<file path="config.mk">
export PLATFORM = sky130hd
export DESIGN_NAME = edge_event_arbiter
export DESIGN_NICKNAME = d
export VERILOG_FILES = /design/src/rtl/edge_event_arbiter.sv
export SDC_FILE = /design/constraint.sdc
export NUM_CORES = 1
export LEC_CHECK = 0
export CAP_MARGIN = 20
export CORE_MARGIN = 4
export CORE_UTILIZATION = 40
export CTS_CLUSTER_DIAMETER = 40
export DETAILED_ROUTE_END_ITERATION = 12
export PLACE_DENSITY = 0.71
export SLEW_MARGIN = 5
export SYNTH_ARGS = -nofsm -noshare
export SYNTH_HDL_FRONTEND = slang
export SYNTH_SLANG_ARGS = --single-unit
export TNS_END_PERCENT = 50
</file>
<file path="constraint.sdc">
create_clock -name i_clk -period 3.8 [get_ports i_clk]
set_input_delay 0.95 -clock i_clk [delete_from_list [all_inputs] [get_ports i_clk]]
set_output_delay 0.95 -clock i_clk [all_outputs]
set_load 0.02 [all_outputs]
</file>
<file path="src/rtl/edge_event_arbiter.sv">
// rtl/edge_event_arbiter.sv - edge capture on async lines with round-robin single-event offer
module edge_event_arbiter #(
  parameter int CHANNELS      = 4,
  parameter int IDX_WIDTH     = 2,
  parameter int RISE_DETECTOR = 1
) (
  input  logic                 i_clk,
  input  logic                 i_reset,
  input  logic [CHANNELS-1:0]  i_lines,
  input  logic [CHANNELS-1:0]  i_enable,
  input  logic                 i_ready,
  input  logic                 i_clear_overflow,
  output logic                 o_valid,
  output logic [IDX_WIDTH-1:0] o_channel,
  output logic [CHANNELS-1:0]  o_pending,
  output logic [CHANNELS-1:0]  o_overflow
);

  typedef enum logic {IDLE, OFFER} state_t;

  state_t                state;
  state_t                state_next;
  logic [CHANNELS-1:0]   sync1;
  logic [CHANNELS-1:0]   sync2;
  logic [CHANNELS-1:0]   prev;
  logic [CHANNELS-1:0]   edge_det;
  logic [CHANNELS-1:0]   capture;
  logic [CHANNELS-1:0]   req;
  logic [CHANNELS-1:0]   grant;
  logic [IDX_WIDTH-1:0]  last_grant;
  logic [IDX_WIDTH-1:0]  winner;
  logic [IDX_WIDTH-1:0]  cand;
  logic                  found;
  logic                  load;

  always_ff @(posedge i_clk or posedge i_reset) begin
    if (i_reset) begin
      sync1 <= '0;
      sync2 <= '0;
      prev  <= '0;
    end else begin
      sync1 <= i_lines;
      sync2 <= sync1;
      prev  <= sync2;
    end
  end

  assign edge_det = (RISE_DETECTOR != 0) ? (sync2 & ~prev) : (~sync2 & prev);
  assign capture  = edge_det & i_enable;
  assign req      = o_pending & i_enable;

  // Round-robin: first requester strictly after the last granted index, wrapping.
  always_comb begin
    found  = 1'b0;
    winner = '0;
    cand   = '0;
    for (int i = 1; i <= CHANNELS; i++) begin
      cand = IDX_WIDTH'((int'(last_grant) + i) % CHANNELS);
      if (!found && req[cand]) begin
        found  = 1'b1;
        winner = cand;
      end
    end
  end

  always_ff @(posedge i_clk or posedge i_reset) begin
    if (i_reset) state <= IDLE;
    else         state <= state_next;
  end

  always_comb begin
    state_next = state;
    grant      = '0;
    load       = 1'b0;
    o_valid    = 1'b0;
    case (state)
      IDLE: begin
        if (found) begin
          state_next = OFFER;
          grant      = {{(CHANNELS-1){1'b0}}, 1'b1} << winner;
          load       = 1'b1;
        end
      end
      OFFER: begin
        o_valid = 1'b1;
        if (i_ready) state_next = IDLE;
      end
      default: state_next = IDLE;
    endcase
  end

  always_ff @(posedge i_clk or posedge i_reset) begin
    if (i_reset) begin
      o_channel  <= '0;
      last_grant <= IDX_WIDTH'(CHANNELS - 1);
    end else if (load) begin
      o_channel  <= winner;
      last_grant <= winner;
    end
  end

  // An edge landing on the grant cycle re-arms pending instead of counting as lost.
  always_ff @(posedge i_clk or posedge i_reset) begin
    if (i_reset) begin
      o_pending  <= '0;
      o_overflow <= '0;
    end else begin
      o_pending  <= (o_pending & ~grant) | capture;
      o_overflow <= (i_clear_overflow ? '0 : o_overflow) | (capture & o_pending & ~grant);
    end
  end

endmodule
</file>
# [Yosys cells after proc, flatten, opt, wreduce, memory -nomap -nowiden]
# Cells that the tools add are included.
[totals] reg_bits=25 output_inout_bits=11 elab_cells=58 in_bits=12
[op_classes] order_cmp=4 mux=24 reduce_logical=6 shifts=1 n_bitwise=11 n_addsub=4
[op_table] op="4-bit bitwise AND" count=6
[op_table] op="2-bit by 3-bit less-than comparator with 1-bit output, second input constant" count=4
[op_table] op="1-bit two-way mux" count=12
[op_table] op="4-bit two-way mux" count=3
[op_table] op="1-bit binary-select mux with 2-bit select" count=4
[op_table] op="2-bit two-way mux" count=4
[op_table] op="4-bit NOT" count=2
[op_table] op="4-bit bitwise OR" count=2
[op_table] op="2-bit by 1-bit adder with 2-bit output, second input constant" count=2
[op_table] op="2-bit adder, second input constant" count=2
[op_table] op="1-bit by 2-bit left shift with 4-bit output, first input constant" count=1
[op_table] op="1-bit logical AND" count=3
[op_table] op="1-bit logical NOT" count=3
[op_table] op="1-bit one-hot mux with 2 select lines" count=1
[op_table] op="1-bit NOT" count=1

# [Depth between registers and ports, before layout]
[logic_depth] depth_word=19 ltp_mapped=4 mapped_depth_nobuf=4

# [Worst setup path after synthesis]
# No wires, ideal clock.
[synth_path] path_type="input-to-reg" from="in i_enable[3]" to="reg o_overflow[0]" setup_time_ps=77 cell_stages=4 arrival_time_ps=1780 required_time_ps=3723 n_path_buf=0 setup_slack_ps=1942 cell_sequence="a22oi_1 > mux2i_1 > a211oi_1 > a21oi_1"
[synth_between] elab_chain_len=19 elab_cells_between_ends=29 classes_between="1 x shift; 18 x mux; 4 x bitwise; 6 x reduce/logical"
[synth_rtl] element="start: declaration" line_no="10" source="input logic [CHANNELS-1:0] i_enable,"
[synth_rtl] element="4-bit bitwise AND *" line_no="50" source="assign req = o_pending & i_enable;"
[synth_rtl] element="1-bit binary-select mux with 2-bit select" line_no="59" source="if (!found && req[cand]) begin"
[synth_rtl] element="1-bit two-way mux (implied by the code)" line_no="59"
[synth_rtl] element="1-bit two-way mux" line_no="59"
[synth_rtl] element="1-bit logical NOT" line_no="59"
[synth_rtl] element="1-bit logical AND" line_no="59"
[synth_rtl] element="1-bit two-way mux" line_no="59"
[synth_rtl] element="1-bit logical NOT" line_no="59"
[synth_rtl] element="[3 not listed]"
[synth_rtl] element="1-bit logical AND" line_no="59"
[synth_rtl] element="2-bit two-way mux" line_no="59"
[synth_rtl] element="1-bit by 2-bit left shift with 4-bit output" line_no="80" source="grant = {{(CHANNELS-1){1'b0}}, 1'b1} << winner;"
[synth_rtl] element="4-bit two-way mux *" line_no="78" source="if (found) begin"
[synth_rtl] element="4-bit two-way mux *" line_no="76" source="case (state)"
[synth_rtl] element="4-bit NOT *" line_no="109" source="o_overflow <= (i_clear_overflow ? '0 : o_overflow) | (capture & o_pending & ~grant);"
[synth_rtl] element="4-bit bitwise AND *" line_no="109"
[synth_rtl] element="4-bit bitwise OR *" line_no="109"
[synth_rtl] element="end signal: assignment" line_no="109"
[synth_rtl] element="end: declaration" line_no="16" source="output logic [CHANNELS-1:0] o_overflow"
# Mark *: on every way between the ends. The rest lies on a longest branch, timed or not. The select of a mux whose other input is x is not followed.
# A chain may end at the register's enable or synchronous reset.

# [Worst setup path in the final report]
[layout_path] from="reg state" to="out o_valid"
[layout_between] elab_chain_len=1
[layout_rtl] element="start: declaration" line_no="21" source="state_t state;"
[layout_rtl] element="start signal: assignment" line_no="68" source="else state <= state_next;"
[layout_rtl] element="1-bit two-way mux" line_no="76"
[layout_rtl] element="end: declaration" line_no="13" source="output logic o_valid,"
# No other way between the ends.

==> flow_summary.yaml <==
status:
  status: "complete, no violations"
setup_path:
  cp.required_ns: 2.85
  crit_start: "state"
  cp.arrival_ns: 1.48
  cp_max_fo: 8
  end_kind: "output pin"
  cp_slowest_stage_delay_ns: 0.66
  crit_family: "buffers and inverters"
  start_kind: "register"
  worstPathCellList: "clkdlybuf4s50_1"
  r2r-start: "o_pending[3]"
  r2r_slack_ns: 2.31
  cp_slowest_cell: "clkdlybuf4s50_1"
  r2r_end: "o_pending[0]"
  rr_worst_depth: 4
  timing_worst_setup_path_type: "reg -> out"
  cp.buffers_inverters: 1
floorplan:
  die_h_um: 58.96
  ioPinCount: 23
  die_w_um: 58.96
  die-area_um2: 3476
  placement_rows: 18
  start_util_pct: 41.92
  core_um2: 2477
sta:
  slew_viol_final: 0
  fin_setup_tns_ns: 0
  timing.final.crit_share_pct: 63.88
  setup_viol: 0
  fin_skew_ns: 0.002160
  finalHoldViolCount: 0
  max_freq_ghz: 0.4119
  fin_crit_ns: 2.428
  rsz0062_at_grt: "no"
  worst_slew_pin_slew_ns: 0.9060
  timing.hold.ws_ns: 0.3640
  max_slew_margin_pct: 39.53
grt:
  track_usage_pct: 13.04
  grtUsageMet1_pct: 16.50
  overflow: 0
  antenna_found_initial: 0
  busiest_layer: "met2"
  grt_max_degree: 26
  met2_usage_pct: 19.56
  grt_pass1_wl_mm: 3.387
  first_global_vias: 783
  met3_usage_pct: 3.728
finish:
  utilization_pct: 53.43
  area_growth_pct: 27.47
  final_area_um2: 1324
  drive_gt1_share_pct: 10.62
  nets: 126
  diodes: 0
clocking:
  tritoncts: "done"
  cts_resized: 0
  cts_hold_buf: 0
  post-cts-setup-buffer-count: 0
  htreeDepth: 1
  clk_latency_ns: 0.31
  cts_made_buffers: 3
  clkTransAtPathRegs_ns: 0.12
  clockBufferDepth: 2
  clock-root-buffer: "clkbuf_4"
  clock-sinks: 25
worst_hold_path:
  min_to: "sync2[1]"
  hp-start: "sync1[1]"
  hp-class: "reg -> reg"
  worstHoldPathCells: 0
synth:
  synth_nets: 99
  synth_area_um2: 1038
  seq_area_frac_synth_pct: 60.48
  ys.flop_type: "dfrtp_1"
  yosysWarnings: 0
  synth-seq-cells: 25
  async_flop_share_pct: 100.0
  synth_edf_count: 0
  syn_inst: 87
  synthDistinctLibCells: 29
  syn_avg_cell_area_um2: 11.94
place:
  dp_hpwl_mm: 1.490
  place.gp.congestion: 0.8187
  postPlaceCellArea_um2: 1296
  portBuffers: 22
route:
  drc: 0
  wl_per_cell_um: 13.60
  vias: 764
  drt_first_pass_iters: 4
  routed_wl_mm: 1.945
  ant_nets: 0
  viasPerCell: 5.343
  first_iter_violations: 10
pwr:
  peakVddDrop_v: 0.0003287
  p_leak_nw: 0.5731
  power_per_cell_area_nw_per_um2: 733.4
flow_run:
  cap_violations: 0
==> synthesized netlist by cell type, types with 2 or more instances <==
library cell	count	share of area (%)
nor2b_1	2	1.2
a211oi_1	4	2.9
nand2b_1	3	1.8
and2_1	2	1.2
o211ai_1	2	1.4
nor2_1	6	2.2
o21bai_1	2	1.4
dfstp_2	2	5.1
inv_1	4	1.4
a21oi_1	10	4.8
nand2_1	5	1.8
o21ai_0	2	0.96
nor3_1	2	0.96
dfrtp_1	23	55
and3b_1	4	3.4
==> worst max path at each step <==
stage | end | slack, ns | cells after the start
3_5_place_dp | o_pending[0] | 1.26 | 5
5_1_grt | o_valid | 1.29 | 1
6_report | o_valid | 1.37 | 1
4_1_cts | o_valid | 1.35 | 1
3_3_place_gp | o_pending[1] | 1.31 | 5
2_1_floorplan | o_overflow[0] | 1.94 | 4
==> cell type report <==
class / count / area [um^2]
clock inverter: 1 / 5.005
tap: 30 / 37.54
sequential: 25 / 628.1
timing repair buffer: 22 / 220.2
multi-input combinational: 58 / 395.4
inverter: 4 / 15.01
fill: 225 / 1154
clock buffer: 3 / 22.52
==> through the flow <==
stage	setup WS, ns	std cells	total power [mW]
2_1_floorplan	1.942	87	0.6924
3_3_place_gp	1.310	139	0.8559
3_5_place_dp	1.259	139	0.8652
4_1_cts	1.351	143	0.9820
5_1_grt	1.292	143	1.041
6_report	1.372	143	0.9708
==> sequential cells by signal, indices dropped and copies added (netlist names) <==
register / count
o_pending: 4
sync2: 4
state: 1
o_overflow: 4
prev: 4
o_channel: 2
last_grant: 2
sync1: 4
==> cell usage in the layout, fill, tap and decap left out, drive strengths merged <==
master	synthesis	routed
a22oi	1	1
o211ai	3	3
or3	1	1
o21ai	3	3
a31oi	1	1
a211o	1	1
nor3	2	2
clkinv	0	1
o221a	2	2
o21bai	2	2
a21o	1	1
inv	4	4
a22o	1	1
a211oi	4	4
nand2	5	5
and2	2	2
nor2	6	6
clkbuf	0	3
dfstp	2	2
dfrtp	23	23
nor2b	2	2
nor4bb	1	1
clkdlybuf4s50	0	22
mux2i	1	1
o21a	1	1
and3b	4	4
o211a	1	1
nand2b	3	3
a21oi	10	10
==> cell families after synthesis <==
group	Yosys count	synth area share (%)
compound gates	31	21.93
simple gates	26	15.18
flops	25	60.48
buf+inv	4	1.445
mux	1	0.9639
==> metal layers <==
layer / routed length (um) / up-vias
li1: - / 367
met1: 815 / 367
met5: 0 / -
met4: 29 / 0
met2: 978 / 26
met3: 121 / 4
==> power by group <==
group          total (mW)  switching [mW]  leakage (nW)  internal, mW
clock               0.113          0.0739        0.0177        0.0394
combinational       0.444           0.233         0.261         0.212
sequential          0.413          0.0720         0.295         0.341
(Power assumes the default switching activity.)
